$ cat config.mk
export PLATFORM = sky130hd
export DESIGN_NAME = pio_debounce_pwm
export DESIGN_NICKNAME = d
export VERILOG_FILES = /design/src/rtl/pio_debounce_pwm.sv
export SDC_FILE = /design/constraint.sdc
export NUM_CORES = 1
export LEC_CHECK = 0
export ABC_AREA = 1
export CAP_MARGIN = 5
export CORE_MARGIN = 5
export CORE_UTILIZATION = 50
export DETAILED_ROUTE_END_ITERATION = 6
export DONT_BUFFER_PORTS = 1
export GPL_ROUTABILITY_DRIVEN = 0
export PLACE_DENSITY_LB_ADDON = 0.15
export SLEW_MARGIN = 20
export SYNTH_ARGS = -nofsm -noshare
export SYNTH_HDL_FRONTEND = slang
export SYNTH_SLANG_ARGS = --single-unit
$ cat constraint.sdc
create_clock -name clk_clk -period 2.3 [get_ports clk_clk]
set_input_delay 0.46 -clock clk_clk [delete_from_list [all_inputs] [get_ports clk_clk]]
set_output_delay 0.46 -clock clk_clk [all_outputs]
set_load 0.005 [all_outputs]
$ cat src/rtl/pio_debounce_pwm.sv
// pio_debounce_pwm
//   Avalon-MM parallel I/O slave: debounced switch inputs with edge capture
//   and a level interrupt, plus register-driven LED outputs with one global
//   PWM brightness (DUTY) setting.
//
// Ports
//   clk_clk        system clock
//   reset_reset_n  asynchronous active-low reset
//   avs_address    word address (0 DATA, 1 LED, 2 IRQ_MASK, 3 EDGE, 4 DUTY, 5 RAW)
//   avs_read       read strobe; avs_readdata is valid the following cycle
//   avs_write      write strobe
//   avs_writedata  write data
//   avs_readdata   registered read data, held until the next read
//   sw_in          raw asynchronous switch pins
//   led_out        registered, PWM-gated LED drive
//   irq            registered level interrupt, |(EDGE & IRQ_MASK)
module pio_debounce_pwm #(
  parameter int IN_WIDTH        = 4,
  parameter int OUT_WIDTH       = 8,
  parameter int DEBOUNCE_CYCLES = 50000,
  parameter int EDGE_MODE       = 0,
  parameter int PWM_BITS        = 8
) (
  input  logic                 clk_clk,
  input  logic                 reset_reset_n,
  input  logic [2:0]           avs_address,
  input  logic                 avs_read,
  input  logic                 avs_write,
  input  logic [31:0]          avs_writedata,
  output logic [31:0]          avs_readdata,
  input  logic [IN_WIDTH-1:0]  sw_in,
  output logic [OUT_WIDTH-1:0] led_out,
  output logic                 irq
);

  localparam int CNT_W = (DEBOUNCE_CYCLES > 1) ? $clog2(DEBOUNCE_CYCLES) : 1;
  localparam logic [CNT_W-1:0]  CNT_MAX  = CNT_W'(DEBOUNCE_CYCLES - 1);
  localparam logic [PWM_BITS:0] DUTY_RST = {1'b1, {PWM_BITS{1'b0}}};

  localparam logic [2:0] A_DATA = 3'd0;
  localparam logic [2:0] A_LED  = 3'd1;
  localparam logic [2:0] A_MASK = 3'd2;
  localparam logic [2:0] A_EDGE = 3'd3;
  localparam logic [2:0] A_DUTY = 3'd4;
  localparam logic [2:0] A_RAW  = 3'd5;

  logic [IN_WIDTH-1:0]  sync1_q, sync1_d;
  logic [IN_WIDTH-1:0]  sync_q, sync_d;
  logic [IN_WIDTH-1:0]  stable_q, stable_d;
  logic [IN_WIDTH-1:0]  stable_prev_q, stable_prev_d;
  logic [CNT_W-1:0]     cnt_q [IN_WIDTH];
  logic [CNT_W-1:0]     cnt_d [IN_WIDTH];
  logic [IN_WIDTH-1:0]  edge_q, edge_d;
  logic [IN_WIDTH-1:0]  mask_q, mask_d;
  logic [OUT_WIDTH-1:0] led_q, led_d;
  logic [PWM_BITS:0]    duty_q, duty_d;
  logic [PWM_BITS-1:0]  pwm_cnt_q, pwm_cnt_d;
  logic [OUT_WIDTH-1:0] led_out_q, led_out_d;
  logic                 irq_q, irq_d;
  logic [31:0]          rdata_q, rdata_d;

  logic [IN_WIDTH-1:0]  rise, fall, edge_evt;
  logic                 pwm_on;
  logic [31:0]          rd_mux;
  logic                 wr_led, wr_mask, wr_edge, wr_duty;
  logic                 unused_wdata;

  // Upper write-data bits are don't-care for narrow configurations.
  assign unused_wdata = ^avs_writedata;

  always_comb begin
    // Two-flop synchroniser for the asynchronous pins.
    sync1_d = sw_in;
    sync_d  = sync1_q;

    // Debounce: a bit is accepted once sync_q has disagreed with stable for
    // DEBOUNCE_CYCLES consecutive cycles; any agreement restarts the count.
    stable_d = stable_q;
    cnt_d    = cnt_q;
    for (int i = 0; i < IN_WIDTH; i++) begin
      if (sync_q[i] == stable_q[i]) begin
        cnt_d[i] = '0;
      end else if (cnt_q[i] == CNT_MAX) begin
        cnt_d[i]    = '0;
        stable_d[i] = sync_q[i];
      end else begin
        cnt_d[i] = cnt_q[i] + 1'b1;
      end
    end
    stable_prev_d = stable_q;

    rise = stable_q & ~stable_prev_q;
    fall = ~stable_q & stable_prev_q;
    if (EDGE_MODE == 0)      edge_evt = rise;
    else if (EDGE_MODE == 1) edge_evt = fall;
    else                     edge_evt = rise | fall;

    wr_led  = avs_write && (avs_address == A_LED);
    wr_mask = avs_write && (avs_address == A_MASK);
    wr_edge = avs_write && (avs_address == A_EDGE);
    wr_duty = avs_write && (avs_address == A_DUTY);

    led_d  = wr_led  ? avs_writedata[OUT_WIDTH-1:0] : led_q;
    mask_d = wr_mask ? avs_writedata[IN_WIDTH-1:0]  : mask_q;
    duty_d = wr_duty ? avs_writedata[PWM_BITS:0]    : duty_q;

    // W1C is applied first so that a new edge in the same cycle survives.
    edge_d = edge_q;
    if (wr_edge) edge_d = edge_q & ~avs_writedata[IN_WIDTH-1:0];
    edge_d = edge_d | edge_evt;

    irq_d = |(edge_q & mask_q);

    // DUTY is one bit wider than the counter so 2^PWM_BITS means always on.
    pwm_cnt_d = pwm_cnt_q + 1'b1;
    pwm_on    = ({1'b0, pwm_cnt_q} < duty_q);
    led_out_d = led_q & {OUT_WIDTH{pwm_on}};

    // Read mux sees register values before any same-cycle write.
    rd_mux = '0;
    case (avs_address)
      A_DATA:  rd_mux[IN_WIDTH-1:0]  = stable_q;
      A_LED:   rd_mux[OUT_WIDTH-1:0] = led_q;
      A_MASK:  rd_mux[IN_WIDTH-1:0]  = mask_q;
      A_EDGE:  rd_mux[IN_WIDTH-1:0]  = edge_q;
      A_DUTY:  rd_mux[PWM_BITS:0]    = duty_q;
      A_RAW:   rd_mux[IN_WIDTH-1:0]  = sync_q;
      default: rd_mux = '0;
    endcase
    rdata_d = avs_read ? rd_mux : rdata_q;
  end

  always_ff @(posedge clk_clk or negedge reset_reset_n) begin
    if (!reset_reset_n) begin
      sync1_q       <= '0;
      sync_q        <= '0;
      stable_q      <= '0;
      stable_prev_q <= '0;
      for (int i = 0; i < IN_WIDTH; i++) cnt_q[i] <= '0;
      edge_q        <= '0;
      mask_q        <= '0;
      led_q         <= '0;
      duty_q        <= DUTY_RST;
      pwm_cnt_q     <= '0;
      led_out_q     <= '0;
      irq_q         <= 1'b0;
      rdata_q       <= '0;
    end else begin
      sync1_q       <= sync1_d;
      sync_q        <= sync_d;
      stable_q      <= stable_d;
      stable_prev_q <= stable_prev_d;
      for (int i = 0; i < IN_WIDTH; i++) cnt_q[i] <= cnt_d[i];
      edge_q        <= edge_d;
      mask_q        <= mask_d;
      led_q         <= led_d;
      duty_q        <= duty_d;
      pwm_cnt_q     <= pwm_cnt_d;
      led_out_q     <= led_out_d;
      irq_q         <= irq_d;
      rdata_q       <= rdata_d;
    end
  end

  assign avs_readdata = rdata_q;
  assign led_out      = led_out_q;
  assign irq          = irq_q;

endmodule
==> Word level (Yosys, flattened, before mapping) <==
Index checks and enable logic that the tools add are counted.
{ "op_classes": {"reduce_logical": 10, "n_addsub": 5, "n_bitwise": 11, "n_lt_le_gt_ge": 1, "eq_ne": 13, "muxes": 12} }
{ "ops": {"columns": ["operator", "n"], "rows": [
  ["$mux W16", 8],
  ["$add A16 B1 Y16 const B", 4],
  ["$eq A16 B16 Y1 const B", 4],
  ["$pmux W4 S6", 1],
  ["$and A4 B4 Y4", 3],
  ["$lt A8 B9 Y1", 1],
  ["$add A8 B1 Y8 const B", 1],
  ["$and A8 B8 Y8", 1],
  ["$not A4 Y4", 2],
  ["$pmux W4 S2", 1],
  ["$reduce_and A2 Y1", 4],
  ["$eq A3 B2 Y1 const B", 2],
  ["$eq A3 B3 Y1 const B", 2],
  ["$eq A1 B1 Y1", 4],
  ["$logic_and A1 B1 Y1", 4],
  ["$mux W4", 1],
  ["$not A1 Y1", 4],
  ["$or A4 B4 Y4", 1],
  ["$reduce_or A4 Y1", 1],
  ["$eq A3 B1 Y1 const B", 1],
  ["$logic_not A3 Y1", 1],
  ["$mux W1", 1]
]} }
{ "word_totals": {"input_bits": 43, "out_inout_bits": 41, "reg_bits": 131} }

==> Logic depth before layout (Yosys ltp) <==
Gate-level depths: netlist (run 1).
{ "depth": {"word_depth": 4, "depth_mapped": 9, "ltp_nobuf": 9} }

==> Worst setup path before layout (run 1) <==
OpenSTA, ideal clock, no wires.
{ "synth_path": {"path_kind": "register to register", "from": "register pwm_cnt_q[4]", "to": "register led_out_q[0], in the netlist led_out[0]", "required_ps": 2176, "arrival_time_ps": 1213, "path_buffers": 0, "slack_ps": 962, "stages_incl_launch_ff": 9, "cell_sequence": "dfrtp_1 -> ha_1 -> nand2_1 -> nor2_1 -> nand2_1 -> nand3_1 -> nand2_1 -> nand2_1 -> nor2_1"} }
{ "synth_via": {"elab_chain_cells": 2} }
{ "synth_lines": {"columns": ["item", "line_no", "text"], "rows": [
  ["start, declared", "57", "logic [PWM_BITS-1:0] pwm_cnt_q, pwm_cnt_d;"],
  ["start signal, assigned", "158", "pwm_cnt_q <= pwm_cnt_d;"],
  ["$lt A8 B9 Y1", "116", "pwm_on = ({1'b0, pwm_cnt_q} < duty_q);"],
  ["$and A8 B8 Y8", "117", "led_out_d = led_q & {OUT_WIDTH{pwm_on}};"],
  ["net led_out_d[0]", "58", "logic [OUT_WIDTH-1:0] led_out_q, led_out_d;"],
  ["end signal, assigned", "159", "led_out_q <= led_out_d;"],
  ["end, declared", "58", null]
]} }
The timed path passes the listed nets, and every way through them passes these cells.
A chain may end at the register's enable or synchronous reset.

==> Final worst setup path (run 1) <==
{ "layout_path": {"from": "register pwm_cnt_q[4]", "to": "register led_out_q[1], in the netlist led_out[1]"} }
The elaborated chain is that of the path after synthesis.

==> results of run 1 <==
final timing paths:
kind                               to  slack [ns]  depth (start not counted)
min in group clk_clk       sync1_q[0]        0.07                          0
max reg2reg                led_out[1]        0.77                          8
max                        led_out[1]        0.77                          8
max in group asynchronous   sync_q[2]        2.35                          0
min reg2reg                 sync_q[3]        0.37                          0
min                          led_q[6]       -0.27                          0
sequential cells by signal, summed over array words and instances (netlist names), 8 cells and up:
name / count
avs_readdata: 9
cnt_q: 64
duty_q: 9
led_out: 8
led_q: 8
pwm_cnt_q: 8
layout make-up:
| class | instances | area [um2] |
|---|---|---|
| Clock buffer | 19 | 443 |
| Sequential cell | 131 | 3280 |
| Fill cell | 1219 | 5790 |
| Clock inverter | 13 | 184 |
| Inverter | 110 | 418 |
| Tap cell | 176 | 220 |
| Multi-Input combinational cell | 578 | 2850 |
per-stage QoR:
step           power [mW]  setup WS [ns]  hold WS, ns  cell area, um2
6_report             5.76          0.773       -0.265            7400
5_1_grt              6.03          0.638       -0.286            7400
4_1_cts              5.83          0.764       -0.277            7400
3_5_place_dp         2.98          0.782        0.169            6770
3_3_place_gp         2.96          0.811        0.168            6770
2_1_floorplan        2.92          0.962        0.164            6790
power by group through the flow:
stage | logic [mW] | registers, mW | clock network (mW)
after floorplan | 0.332 | 2.59 | 0
after global placement | 0.341 | 2.62 | 0
after detailed placement | 0.355 | 2.62 | 0
after CTS | 0.362 | 2.58 | 2.89
after global routing | 0.411 | 2.60 | 3.02
final | 0.357 | 2.58 | 2.83
worst reg2reg max path, cell delays in order, from the launching register on:
cell and delay, ns:
dfrtp_1 0.44, ha_1 0.34, nand2_1 0.06, nor2_1 0.09, nand2_1 0.06, nand3_1 0.08, nand2_1 0.05, nand2_1 0.21
nor2_1 0.09
logic make-up (layout without fill, tap and decap cells):
logic type | after synthesis | in the layout | share of synthesized area (%)
fa+ha+maj | 12 | 12 | 2.24
xor+xnor | 29 | 29 | 3.79
simple gates | 453 | 453 | 29.6
compound gates | 61 | 61 | 5.62
other cells | 1 | 23 | 0.0559
buf+inv | 140 | 142 | 9.76
flops | 131 | 131 | 48.9
cells in the final DEF, fill, tap and decap left out, types with 4 or more instances in the layout:
cell | synthesis | final
nand2_1 | 172 | 172
nor2_1 | 156 | 156
dfrtp_1 | 130 | 130
inv_1 | 105 | 105
nand3_1 | 54 | 54
nor3_1 | 33 | 33
a21oi_1 | 27 | 27
conb_1 | 1 | 23
xor2_1 | 19 | 19
clkbuf_16 | 0 | 17
o21ai_2 | 16 | 16
nand4_1 | 15 | 15
o21ai_0 | 12 | 12
ha_1 | 12 | 12
xnor2_1 | 10 | 10
nand2_2 | 9 | 9
nor2_4 | 6 | 6
inv_2 | 4 | 4
o22ai_1 | 4 | 4
bufinv_16 | 0 | 4
metal layers:
metal  part of all wire (%)  track usage (%)
met1                     47             22.9
met2                     47             28.6
met3                    5.0             5.46
met4                    1.5             5.36
met5                      0                0
timing repair:
| item | CTS | global route |
|---|---|---|
| hold endpoints to repair | 131 | 131 |
| resized for setup | 0 | 0 |
| setup endpoints to repair | 0 | 0 |
==> flow_summary.yaml, run 1 <==
finish:
  area_delta_synth_final_pct: 10.3
  nets: 893
  fin_cells: 1027
  drive_gt1_share_pct: 8.93
  post-route-util_pct: 56.1
  antenna_cells: 0
synthesis:
  synth-edff-count: 0
  synth_common_cells: "nand2_1, nor2_1, dfrtp_1"
  synthCells: 827
  synth_seq_cells: 131
  ys_types: 33
  yosysSeqAreaShare_pct: 48.9
  avgSynthCellArea_um2: 8.11
  ys.flop_type: "dfrtp_1"
  synth_top_area_share_pct: 48.5
  synth_area_leader_cell: "dfrtp_1"
  yosysWarnings: 0
  synth_most_common_cell: "nand2_1"
  synth-async-reset-ratio_pct: 100
  yosys-top-cells-area: "dfrtp_1, nand2_1, nor2_1"
  synth_area_um2: 6700
die:
  num_rows: 42
  fp.dieH_um: 126
  initial_core_util_pct: 50.8
  ioPinCount: 84
  die_w_um: 126
  core_um2: 13200
  dieArea_um2: 15800
detailed_routing:
  drt-pass1-iter-count: 5
  dr.first_iter.drc_count: 359
  ant_nets: 0
  vias: 4992
  wire_per_inst_um: 13.1
  viasPerCell: 4.86
  drc_errors: 0
  wl_um: 13400
worst_setup_path:
  cp-start-kind: "register"
  crit_start: "pwm_cnt_q[4]"
  cp_slowest_cell: "dfrtp_1"
  cpPeakStageDelay_ns: 0.44
  worstPathCellList: "ha_1, nand2_1, nor2_1, nand2_1, nand3_1, nand2_1, nand2_1, nor2_1"
  crit_family: "simple AND/OR/NAND/NOR gates"
  critPathArrivalTime_ns: 1.82
  path_buf_inv: 0
  reg2reg_from: "pwm_cnt_q[4]"
  worstPathMaxFanout: 8
  worstPathRequired_ns: 2.59
  crit_top_cell: "nand2_1"
  path_class: "reg -> reg"
  cp-end-kind: "register"
grt:
  grt_pass1_vias: 4781
  grt_pass1_wl_um: 22700
  grt_overflow: 0
  antenna_found_initial: 0
  grt_start_max_net_pins: 132
  track_usage_pct: 17.7
timing:
  finalHoldViolCount: 131
  whs_ns: -0.265
  fin_skew_ns: 0.00609
  period_needed_ns: 1.53
  rsz0062_at_grt: "false"
  finalCritPeriodShare_pct: 66.4
  finalSetupViolCount: 0
  slew_violations: 0
  setup-tns-final_ns: 0
  max_freq_mhz: 655
job:
  maxCapViolations: 0
power_and_ir_drop:
  power_density_nw_per_um2: 779
  p_int_mw: 4.44
  ir_drop_uv: 580
  combPwrFrac_pct: 6.2
  cellLeakagePower_nw: 3.55
  p_clk_share_pct: 49.1
  p_sw_mw: 1.33
  power_frac_seq_pct: 44.7
  swShare_pct: 23.0
placed_design:
  dp.cells: 995
  dp_hpwl_um: 9470
  io_buffers: 0
clocking:
  cts_max_level: 4
  cts_tree: "done"
  clkSinkCount: 131
  cts-root-buf: "clkbuf_16"
  clk_latency_ns: 0.42
  clk_pin_slew_ns: 0.06
  cts_made_buffers: 17
  postCtsSetupBuffers: 0
  ctsLongestPathBuffers: 2
run_status:
  outcome: "complete, but fails checks"
  failed_checks: "hold timing"
hold_path:
  min_path_type: "in -> async"
Power figures use the tool's default switching activity.
==> run 2: changes to the inputs <==
clock period = 1.4 ns   (was 2.3 ns; I/O delays follow)
==> flow_summary.yaml, run 2 (synthesized netlist as in run 1, its figures left out) <==
clocking:
  cts_made_buffers: 17
  cts-root-buf: "clkbuf_16"
  cts_hold_buf: 6
  clk_latency_ns: 0.42
  clk_pin_slew_ns: 0.06
  clkSinkCount: 131
  cts_tree: "done"
  ctsLongestPathBuffers: 2
  cts_max_level: 4
timing:
  max_freq_mhz: 742
  finalHoldViolCount: 131
  timing.final.ws_setup_ns: 0.0518
  fin_skew_ns: 0.00947
  finalCritPeriodShare_pct: 96.3
  period_needed_ns: 1.35
  rsz0062_at_grt: "true"
  slew_violations: 0
  whs_ns: -0.445
  finalSetupViolCount: 0
power_and_ir_drop:
  p_clk_share_pct: 48.4
  p_sw_mw: 2.28
  cellLeakagePower_nw: 3.68
  combPwrFrac_pct: 8.1
  power_frac_seq_pct: 43.5
  power_density_nw_per_um2: 1240
  ir_drop_uv: 1270
  swShare_pct: 23.4
  p_int_mw: 7.46
grt:
  grt_pass1_vias: 4944
  track_usage_pct: 18.1
  antenna_found_initial: 0
  grt_pass1_wl_um: 23200
  grt_overflow: 0
  grt_start_max_net_pins: 132
die:
  core_um2: 13200
  fp.dieH_um: 126
  ioPinCount: 84
  initial_core_util_pct: 50.8
  die_w_um: 126
  num_rows: 42
  dieArea_um2: 15800
finish:
  regMostFlops: "cnt_q"
  fill_cells: 1167
  final_cell_mix: "nand2_1, nor2_1, dfrtp_1"
  drive_gt1_share_pct: 16.6
  largest_reg_flops: 64
  final_common_cell: "nand2_1"
  fin_cells: 1057
  area_delta_synth_final_pct: 17.0
  antenna_cells: 0
  nets: 923
worst_setup_path:
  worstPathRequired_ns: 1.71
  critPathArrivalTime_ns: 1.66
  setup.worst_path.end: "led_out[1]"
  crit_start: "pwm_cnt_q[4]"
  path_class: "reg -> reg"
  crit_top_cell: "nand2_1"
  worstPathCellList: "ha_4, nand2_1, nor2_2, nand2_1, nand3_2, nand2_2, nand2_4, nor2_1"
  cp-end-kind: "register"
  cp-start-kind: "register"
  r2r_end: "led_out[1]"
  cpPeakStageDelay_ns: 0.41
  worstPathMaxFanout: 8
  cp_slowest_cell: "dfrtp_1"
  reg2reg_from: "pwm_cnt_q[4]"
  reg2reg_slack_ns: 0.05
  reg2reg_depth: 8
placed_design:
  pre_cts_slack_ns: -0.0715
  io_buffers: 0
  dp.cells: 1014
  dp_hpwl_um: 9760
run_status:
  outcome: "complete, but fails checks"
  failed_checks: "hold timing"
detailed_routing:
  viasPerCell: 4.92
  drc_errors: 0
  ant_nets: 0
  wl_um: 14000
  drt-pass1-iter-count: 4
  dr.first_iter.drc_count: 306
  vias: 5204
  wire_per_inst_um: 13.2
hold_path:
  min_path_type: "in -> async"
job:
  maxCapViolations: 0
-- run 2: cell types whose count changed in the layout (fill, tap and decap cells not counted), sizes merged --
cell,before,now
buf,0,24
clkbuf,19,20
clkinv,6,1
clkinvlp,3,6
dlygate4sd3,0,6
inv,110,111
-- run 2: power by group through the flow --
stage / clock network [mW] / registers, mW / logic, mW
2_1_floorplan: 0 / 4.25 / 0.546
3_3_place_gp: 0 / 4.29 / 0.612
3_5_place_dp: 0 / 4.30 / 0.635
4_1_cts: 4.81 / 4.24 / 0.667
5_1_grt: 5.00 / 4.27 / 0.897
6_report: 4.71 / 4.23 / 0.793
-- run 2: repair_timing --
action	in CTS	in global routing
buffers inserted	0	5
gates resized for setup	3	49
endpoints found under the hold margin	138	131
pin swaps	1	19
cloned	0	0
setup endpoints to repair	8	52
-- run 2: how the worst min path moves through the flow --
stage / startpoint / endpoint / slack [ns]
6_report: reset_reset_n / cnt_q[11] / -0.44
5_1_grt: reset_reset_n / cnt_q[8] / -0.48
4_1_cts: reset_reset_n / cnt_q[8] / -0.46
2_1_floorplan: reset_reset_n / avs_readdata[0] / -0.02
3_5_place_dp: reset_reset_n / cnt_q[11] / -0.01
3_3_place_gp: reset_reset_n / cnt_q[11] / -0.01
-- run 2: area by class of cell --
| class | count | area [um2] | share of cell area (%) |
|---|---|---|---|
| multi-input cells | 578 | 3050 | 38.9 |
| well taps | 176 | 220 | 2.81 |
| inverters | 110 | 418 | 5.33 |
| repair buffers | 30 | 244 | 3.11 |
| clock inverters | 12 | 179 | 2.28 |
| flip-flops and latches | 131 | 3280 | 41.8 |
| clock buffers | 20 | 457 | 5.82 |
-- run 2: metrics by stage --
stage / setup TNS, ns / instance area, um2 / hold WS (ns) / power, mW / util, %
after floorplan: 0 / 6790 / -0.0156 / 4.79 / -
after detailed placement: -0.511 / 6910 / -0.0117 / 4.94 / 52.4
after CTS: 0 / 7620 / -0.464 / 9.71 / 57.8
final: 0 / 7850 / -0.445 / 9.74 / 59.5
after global routing: -0.159 / 7850 / -0.478 / 10.2 / 59.5
after global placement: -0.0977 / 6910 / -0.0118 / 4.90 / 52.4
-- run 2: critical path: cells and delay by family, from the launching register on --
kind	cells	cell delay (ns)
AND/OR/NAND/NOR	7	0.53
flip-flops	1	0.41
adder cells (fa/ha/maj)	1	0.30
-- run 2: per-layer routing --
metal	GRT usage, %	wire length [um]	part of all wire [%]
met4	5.36	218	1.6
met2	29.4	6800	49
met5	0	0	0
met3	5.88	736	5.3
met1	23.3	6250	45
